`src/rtl/demux1_to_4_32_buf.sv`:
```
// demux1_to_4_32_buf: 1-to-4 word distributor with a one-entry valid/ready buffer
// and a wrapping delivered-word counter per channel.
module demux1_to_4_32_buf #(
    parameter int WIDTH = 32,
    parameter int CNTW  = 8
) (
    input  logic             clk,
    input  logic             rst_n,
    input  logic [WIDTH-1:0] in_data,
    input  logic             s1,
    input  logic             s0,
    input  logic             in_valid,
    output logic             in_ready,
    output logic [WIDTH-1:0] o0,
    output logic [WIDTH-1:0] o1,
    output logic [WIDTH-1:0] o2,
    output logic [WIDTH-1:0] o3,
    output logic [3:0]       out_valid,
    input  logic [3:0]       out_ready,
    output logic [CNTW-1:0]  cnt0,
    output logic [CNTW-1:0]  cnt1,
    output logic [CNTW-1:0]  cnt2,
    output logic [CNTW-1:0]  cnt3
);
    logic [1:0]       sel;
    logic [3:0]       acc;
    logic [WIDTH-1:0] data_q [4];
    logic [CNTW-1:0]  cnt_q [4];

    assign sel      = {s1, s0};
    assign in_ready = ~out_valid[sel] | out_ready[sel];

    always_comb begin
        acc      = '0;
        acc[sel] = in_valid & in_ready;
    end

    // A channel stays valid if refilled this edge or still waiting on its consumer.
    always_ff @(posedge clk or negedge rst_n) begin
        if (!rst_n) begin
            out_valid <= '0;
            for (int k = 0; k < 4; k++) begin
                data_q[k] <= '0;
                cnt_q[k]  <= '0;
            end
        end else begin
            for (int k = 0; k < 4; k++) begin
                if (acc[k]) data_q[k] <= in_data;
                if (out_valid[k] & out_ready[k]) cnt_q[k] <= cnt_q[k] + 1'b1;
                out_valid[k] <= acc[k] | (out_valid[k] & ~out_ready[k]);
            end
        end
    end

    assign o0   = data_q[0];
    assign o1   = data_q[1];
    assign o2   = data_q[2];
    assign o3   = data_q[3];
    assign cnt0 = cnt_q[0];
    assign cnt1 = cnt_q[1];
    assign cnt2 = cnt_q[2];
    assign cnt3 = cnt_q[3];
endmodule

```
`config.mk`:
```
export PLATFORM = sky130hd
export DESIGN_NAME = demux1_to_4_32_buf
export DESIGN_NICKNAME = d
export VERILOG_FILES = /design/src/rtl/demux1_to_4_32_buf.sv
export SDC_FILE = /design/constraint.sdc
export NUM_CORES = 1
export LEC_CHECK = 0
export ABC_AREA = 1
export CORE_MARGIN = 5
export CORE_UTILIZATION = 45
export DETAILED_ROUTE_END_ITERATION = 16
export PLACE_DENSITY = 0.74
export SLEW_MARGIN = 20
export SYNTH_ARGS = -nofsm -noshare
export SYNTH_HDL_FRONTEND = slang
export SYNTH_SLANG_ARGS = --single-unit
```
`constraint.sdc`:
```
create_clock -name clk -period 2.49 [get_ports clk]
set_input_delay 0.747 -clock clk [delete_from_list [all_inputs] [get_ports clk]]
set_output_delay 0.747 -clock clk [all_outputs]
set_load 0.01 [all_outputs]
```
==> impl_summary.md, run 1 <==
STA
Setup violations remaining at the end of the flow were counted as 0. Subtracting the final worst setup slack from the clock period gives around 2400 ps. Setup repair after global routing left no endpoint under its margin.

The final hold violation count is 0. Clock skew on the completed layout was measured at roughly 7.1 ps. The max-slew violation count is 0. Derived from the worst setup path, the maximum achievable clock frequency is just over 400 MHz.

The worst pin sits at a relative slew slack of 67.53%. For the pin with the worst max-slew slack, the measured transition is slightly below 500 ps. The final period utilization is between 90 and 100%.

Power
The worst supply voltage drop on vdd is roughly 0.00047 V. In this run the static leakage power is ~0.0049 µW. The power density relative to cell area is 911.0 nW/µm². After layout, the design draws a total of slightly above 9000 µW.

Critical path
The arrival time at the worst endpoint is 1700 ps. The family with the most delay on the worst path is buffers and inverters. The number of cells on the worst reg-to-reg path is 11. The worst setup path is launched from an input pin. Counting buffers and inverters, the worst setup path is 6 cells deep. The path type of the worst setup path is in -> out. The cell type of the slowest stage on the worst timing path is sky130_fd_sc_hd__clkdlybuf4s50_1. The critical path contains buffers and inverters numbering 2 combined.

The capturing point of the worst reg2reg path is o0[16]. The worst flop-to-flop path startpoint is out_valid[2]. In this run the register-to-register setup slack is approximately 410 ps. The maximum net fanout on the critical path is 2. The critical path goes through clkdlybuf4s50_1 -> nand3_1 -> nand2_2 -> nor2_4 -> nand2_8 -> buf_6. STA classifies the critical path endpoint as an output pin. The maximum single-stage delay on the critical path is between 400 and 500 ps. At the worst endpoint, the required time is between 1500 and 2000 ps.

GRT
The initial antenna violation count is 0. The first global-routing pass estimated ~33 mm of wire. The via count of the first global-routing pass is 6035. Entering global routing, the biggest net connects 67 pins. The remaining global-route overflow is 0. Global routing used about 23% of the available tracks.

Floorplanning
The core outline area is around 15000 µm². The die span in x is ~140 µm. The number of cell rows is between 40 and 50.

The die outline area is 18270 µm². The initial cell density of the core is between 40% and 50%. The count of boundary I/O pins is 206. The die is 135.2 µm tall.

Yosys
The number of flops mapped to enable cells by yosys is 0. Yosys attributes the largest share of cell area to sky130_fd_sc_hd__dfrtp_1 58%, sky130_fd_sc_hd__nand2_1 16%, sky130_fd_sc_hd__nand4_1 12%. The commonest cells after synthesis are 308 x sky130_fd_sc_hd__nand2_1, 164 x sky130_fd_sc_hd__dfrtp_1, 131 x sky130_fd_sc_hd__nand4_1. The total of warnings raised by yosys is 0. Of the synthesized area, sequential elements account for approximately 58%.

The largest total area in the synthesized netlist belongs to sky130_fd_sc_hd__dfrtp_1. In this run the cell area of the synthesized design comes to approximately 7000 µm². In the synthesized netlist the dominant register cell turns out to be sky130_fd_sc_hd__dfrtp_1. In the synthesized netlist, the number of instances is 760.

The synthesized area per cell is between 9 and 10 µm². The share of synthesized flip-flops with an asynchronous set or reset is 100.0%. The flip-flop and latch count after synthesis is between 150 and 200.

Among all cell types in the netlist, the one instantiated most often is sky130_fd_sc_hd__nand2_1. Synthesis instantiated 26 different standard cells from the library. After synthesis, the largest area contributor takes up roughly three fifths of total cell area.

The number of nets handed over by synthesis was between 800 and 900.

Cells and area
The fill cell instance count of the final layout is approximately 1200. The number of antenna diodes in the final layout is 0. The post-layout utilization of the core is between 60% and 70%. The growth of design area from synthesis to finish is 43.41%.

The sequential cell area in the final layout is 4104 µm². The footprint of the multi-input gates is around 2500 µm². Of the cells placed in the final design, the portion with a size suffix greater than 1 is under 10%.

At the end of the flow, the number of nets in the layout was slightly above 1000.

Route
The routed via count is between 6000 and 7000. The DRC violation count after routing is 0. The routed wire length is ~21 mm. The routed wire length per instance is about 18 µm. The first detailed-routing pass ran for 5 iterations. For this block, the initial DRC count from the detailed router was about 370. The ratio of routed vias to standard cells is ~5.2. The remaining antenna violation count is 0.

CTS
The TritonCTS clock tree is yes. The clock sink count is ~160. The maximum clock insertion buffer count is 2. The clock insertion delay at the later pin of the skew report is between 400 and 500 ps.

The root cell of the clock tree is sky130_fd_sc_hd__clkbuf_16. The H-tree depth is 4. TritonCTS created 17 clock buffers. Clock-pin slew was measured on the worst setup and hold paths at ~70 ps.

Place
The final weighted congestion of routability-driven global placement is 0.8354. The HPWL after detailed placement is between 10 and 15 mm. The port buffer count is between 200 and 250.

Status
The flow ran to the end, and the final reports show no timing, DRC or antenna violations.

Run
Max-cap violations in this run came to 0.

Hold path
The type of the most critical hold path is in -> async.
kinds of logic (layout without fill, tap and decap cells):
group | count (synthesis) | count (layout) | synth area share, %
and+or+nand+nor | 475 | 475 | 31.10
DFF | 164 | 164 | 58.23
buffers and inverters | 86 | 307 | 6.426
xor gates and xnor gates | 21 | 21 | 2.610
AOI/OAI and AO/OA | 8 | 8 | 0.6036
adders and majority gates | 4 | 4 | 0.7101
muxes | 2 | 2 | 0.3195
state kept, by name, summed over array words and instances, names as in the netlist:
name,cells
o0,32
o1,32
cnt1,8
cnt3,8
cnt2,8
out_valid,4
cnt0,8
o3,32
o2,32
layout make-up:
cell class,instances,area share (%)
sequential,164,40.60
multi-input combinational,510,24.89
timing repair buffer,244,24.31
clock buffer,20,4.419
tap,211,2.612
clock inverter,12,2.005
inverter,31,1.151
timing repair:
item / in CTS / in global routing
endpoints found under the setup margin: 122 / 22
resized for setup: 10 / 5
hold buffers: 0 / 0
cloned: 0 / 0
pin swaps: 2 / 1
setup buffers: 0 / 0
worst register-to-register path: stages (launching register included):
cell	delay, ps
sky130_fd_sc_hd__dfrtp_1	440
sky130_fd_sc_hd__nand2_1	100
sky130_fd_sc_hd__nand2_1	50
sky130_fd_sc_hd__nand2_1	60
sky130_fd_sc_hd__nand2_1	130
sky130_fd_sc_hd__nand2_8	110
sky130_fd_sc_hd__buf_4	120
sky130_fd_sc_hd__buf_4	400
sky130_fd_sc_hd__nand3_2	180
sky130_fd_sc_hd__buf_12	230
sky130_fd_sc_hd__nand2_1	100
sky130_fd_sc_hd__nand2_1	60
power by group:
| part | total, µW | internal (µW) | switching, µW |
|---|---|---|---|
| combinational | 2630 | 1400 | 1230 |
| clock | 2900 | 1810 | 1080 |
| sequential | 3680 | 3250 | 430 |
cell usage in the layout (no fill, tap or decap):
cell type,count
sky130_fd_sc_hd__nand2_1,306
sky130_fd_sc_hd__clkdlybuf4s50_1,199
sky130_fd_sc_hd__dfrtp_1,164
sky130_fd_sc_hd__nand4_1,131
sky130_fd_sc_hd__buf_4,30
sky130_fd_sc_hd__inv_1,28
sky130_fd_sc_hd__clkbuf_16,17
sky130_fd_sc_hd__xor2_1,16
sky130_fd_sc_hd__nand3_1,10
sky130_fd_sc_hd__nor2_1,9
sky130_fd_sc_hd__buf_12,9
sky130_fd_sc_hd__nor3_1,6
sky130_fd_sc_hd__nand3_2,5
sky130_fd_sc_hd__xnor2_1,5
sky130_fd_sc_hd__bufinv_16,5
sky130_fd_sc_hd__nor2_4,4
sky130_fd_sc_hd__o21ai_1,4
sky130_fd_sc_hd__ha_1,4
sky130_fd_sc_hd__inv_2,3
sky130_fd_sc_hd__o21ai_0,3
sky130_fd_sc_hd__clkinv_4,3
sky130_fd_sc_hd__buf_6,3
sky130_fd_sc_hd__nand2_2,2
sky130_fd_sc_hd__mux2_2,2
sky130_fd_sc_hd__clkbuf_1,2
sky130_fd_sc_hd__clkinv_2,2
sky130_fd_sc_hd__nand2_8,1
sky130_fd_sc_hd__a21o_1,1
sky130_fd_sc_hd__nor3b_1,1
sky130_fd_sc_hd__inv_6,1
sky130_fd_sc_hd__clkinvlp_4,1
sky130_fd_sc_hd__clkbuf_8,1
sky130_fd_sc_hd__dlymetal6s2s_1,1
sky130_fd_sc_hd__clkbuf_2,1
sky130_fd_sc_hd__dlygate4sd2_1,1
worst max path at each step:
stage	startpoint	end
after floorplan	s0	in_ready
after global placement	s0	in_ready
after detailed placement	s0	in_ready
after CTS	s0	in_ready
after global routing	out_ready[3]	in_ready
final	out_ready[3]	in_ready
per-layer routing:
metal / vias to the layer above / share of wire [%] / track usage [%]
met4: 0 / 2.2 / 6.887
li1: 2957 / - / -
met1: 3019 / 43 / 31.86
met3: 32 / 6.4 / 4.792
met5: - / 0 / 0
met2: 207 / 48 / 37.03
through the flow:
step	hold WS (ps)	cell area (µm²)	cells	TNS (ps)	worst slack, ps
2_1_floorplan	451.4	7048	760	0	204.8
3_3_place_gp	452.6	9447	1160	-58550	-614.7
3_5_place_dp	457.2	9447	1160	-65620	-641.6
4_1_cts	133.5	10100	1192	0	2.136
5_1_grt	143.4	10110	1192	0	1.308
6_report	144.4	10110	1192	0	46.90
Note: power is estimated with default switching activity, not from simulation.
==> run 2: changes to the inputs <==
==> constraint.sdc (replaced) <==
create_clock -name clk -period 2.9 [get_ports clk]
set_input_delay 0.87 -clock clk [delete_from_list [all_inputs] [get_ports clk]]
set_output_delay 0.87 -clock clk [all_outputs]
set_load 0.01 [all_outputs]
==> run 2 against run 1 <==
Effect of this change: utilization fell by 0.65 points; final area down 0.98%; critical path type unchanged; critical endpoint unchanged; final cell count decreased by 0.34%; global-route usage about the same; sequential share of layout area up 0.40 points; largest power group unchanged; first-iteration DRC count is 23% higher; critical path depth is the same.
==> impl_summary.md, run 2 (synthesized netlist as in run 1, its figures left out) <==
Route
Across all layers, the routed design uses approximately 6300 vias. The DRC violation count after routing is 0. The ratio of routed vias to standard cells is between 5 and 6.

The final layout contains routed wiring with a total length of between 20 and 25 mm. The first-pass detailed-route iteration total is 5. After detailed routing, the average wire length per cell comes to between 15 and 20 µm. The first-iteration detailed-routing DRC count is approximately 460. The remaining antenna violation count is 0.

Power
The share of total power dissipated in combinational logic is 28.6%. The sequential share of power is roughly two fifths. Summed over all nets, the switching power comes to about 2400 µW. The overall power after layout is approximately 7800 µW. Of the total power, the share spent switching nets is 30.28%.

The worst supply voltage drop on vdd is between 0.0003 and 0.0004 V. The leakage power total is about 0.0049 µW. For this design the ratio of total power to cell area is approximately 780 nW/µm². The clock group share of total power is 31.0%. The internal power is about 5500 µW.

GRT
The via count of the first global-routing pass is between 6000 and 7000. The first global-routing pass estimated ~33 mm of wire. The total track usage is 23.07%. The initial antenna violation count is 0. The total overflow left after global routing is 0. Entering global routing, the biggest net connects 70 pins.

Critical path
The worst setup path is of the in -> out kind. For the worst setup path, the data required time is 2030 ps. The worst setup path is launched from an input pin. Along the worst path, the maximum fanout reaches 2. The largest single stage delay on the critical path is between 400 and 500 ps. For this design, the slowest cell found on the critical path is sky130_fd_sc_hd__clkdlybuf4s50_1. The critical path goes through clkdlybuf4s50_1 -> nand3_1 -> nand2_1 -> nor2_4 -> nand2_8 -> buf_4. STA puts the critical path data arrival time at ~1900 ps. The endpoint type of the worst setup path is an output pin.

Floorplanning
The die span in x is about 140 µm. The initial cell density of the core is 46.19%. The core outline area is between 15000 and 20000 µm². The number of cell rows is 45. During I/O placement, the number of pins put on the boundary was between 200 and 250.

The die outline area is between 15000 and 20000 µm². Measured along the y axis, the die boundary spans around 140 µm.

Place
Summed over all nets, the half-perimeter wirelength after detailed placement is 14.23 mm. Input and output buffers added on the ports amount to approximately 200. The congestion estimate from routability-driven global placement came to ~0.83.

The placed instances occupy a cell area of about 9400 µm².

Cells and area
The most common cell after layout, fill and taps aside is sky130_fd_sc_hd__nand2_1. The footprint of the multi-input gates is 2509 µm². The sequential cell area in the final layout is a little over 4000 µm². The library cells used most frequently in the layout, excluding fill and tap cells, are 307 x sky130_fd_sc_hd__nand2_1, 200 x sky130_fd_sc_hd__clkdlybuf4s50_1, 164 x sky130_fd_sc_hd__dfrtp_1. For this run, the share of the core covered by cells in the final layout is 65.59%. Relative to the synthesized area, the layout overhead comes to 42.00%. The layout net count is 1009. The filler cells instantiated in the layout total between 1000 and 1500.

With fillers left out, the area of the finished cells amounts to around 10000 µm². The fraction of final layout cells with drive strength greater than 1 is under 10%. The count of inserted antenna diode cells is 0.

STA
The achievable clock frequency is about 360 MHz. Between clock sinks in the finished design, the worst skew comes to ~7.5 ps. Counting I/O delays and the setup requirement, the final critical path takes ~2700 ps. Setup violations remaining at the end of the flow were counted as 0. The final hold violation count is 0.

The slew at the pin closest to its max-slew limit is roughly 700 ps. The worst path uses a little over nine tenths of the clock period. The total negative slack is 0 ps.

Setup repair after global routing left no endpoint under its margin. The max-slew violation count is 0. Headroom to the max-slew limit came out at between 50% and 60%.

CTS
The clock insertion delay at the later pin of the skew report is ~420 ps. The number of buffers added by the clock tree synthesis step is 17. The TritonCTS clock tree is yes. After clock tree synthesis, the flow added hold-fix buffers numbering 0.

The tree is rooted in a sky130_fd_sc_hd__clkbuf_16. The number of buffers inserted by post-CTS setup repair is 0. The clock passes through at most 2 buffers. The clock sink count is between 150 and 200. The H-tree depth is 4. Clock-pin slew was measured on the worst setup and hold paths at around 60 ps.

Status
The flow ran to the end, and the final reports show no timing, DRC or antenna violations.

Run
The tool flagged a number of max-cap violations equal to 0.

Hold path
The tightest min-delay check is of the in -> async type.
run 2: timing repair:
action | 4_1_cts | 5_1_grt
setup endpoints to repair | 1 | 1
resized for setup | 7 | 2
pin swaps | 1 | 1
run 2: cell type report:
class | count | area share [%]
clock buffers | 18 | 4.388
clock inverters | 14 | 1.975
inverters | 31 | 1.163
multi-input cells | 510 | 25.07
flip-flops and latches | 164 | 41.01
well taps | 211 | 2.638
repair buffers | 240 | 23.77
run 2: power groups by stage:
stage / combinational (µW) / sequential (µW) / clock [µW]
after floorplan: 651 / 3380 / 0
after global placement: 2210 / 3180 / 0
after detailed placement: 2260 / 3190 / 0
after CTS: 2270 / 3170 / 2460
after global routing: 2420 / 3240 / 2550
final: 2240 / 3160 / 2430
run 2: path summary, 6_finish.rpt:
check | start | end | slack (ps) | cells past startpoint
max | out_ready[2] | in_ready | 160 | 6
min | rst_n | o3[10] | 410 | 1
max reg2reg | out_valid[0] | o0[27] | 730 | 11
min reg2reg | o2[12] | o2[12] | 470 | 2
max in group asynchronous | rst_n | cnt0[3] | 1780 | 2
min in group clk | o2[12] | o2[12] | 470 | 2
run 2: routing by layer:
metal | vias up | GRT usage, % | part of all wire, %
li1 | 2950 | - | -
met1 | 3051 | 31.05 | 42
met2 | 217 | 37.28 | 49
met3 | 33 | 5.275 | 6.6
met4 | 0 | 7.391 | 2.4
met5 | - | 0 | 0
run 2: critical path: cells and delay by family:
| family | cells | cell delay (ps) |
|---|---|---|
| buffers and inverters | 2 | 600 |
| AND/OR/NAND/NOR | 4 | 400 |
run 2: metrics by stage:
stage | setup slack (ps) | hold WS [ps] | std cells
after floorplan | 368.8 | 507.4 | 760
after global placement | -449.5 | 452.9 | 1156
after detailed placement | -487.1 | 457.4 | 1156
after CTS | 1.832 | 430.2 | 1188
after global routing | 99.79 | 451.5 | 1188
final | 157.9 | 413.5 | 1188
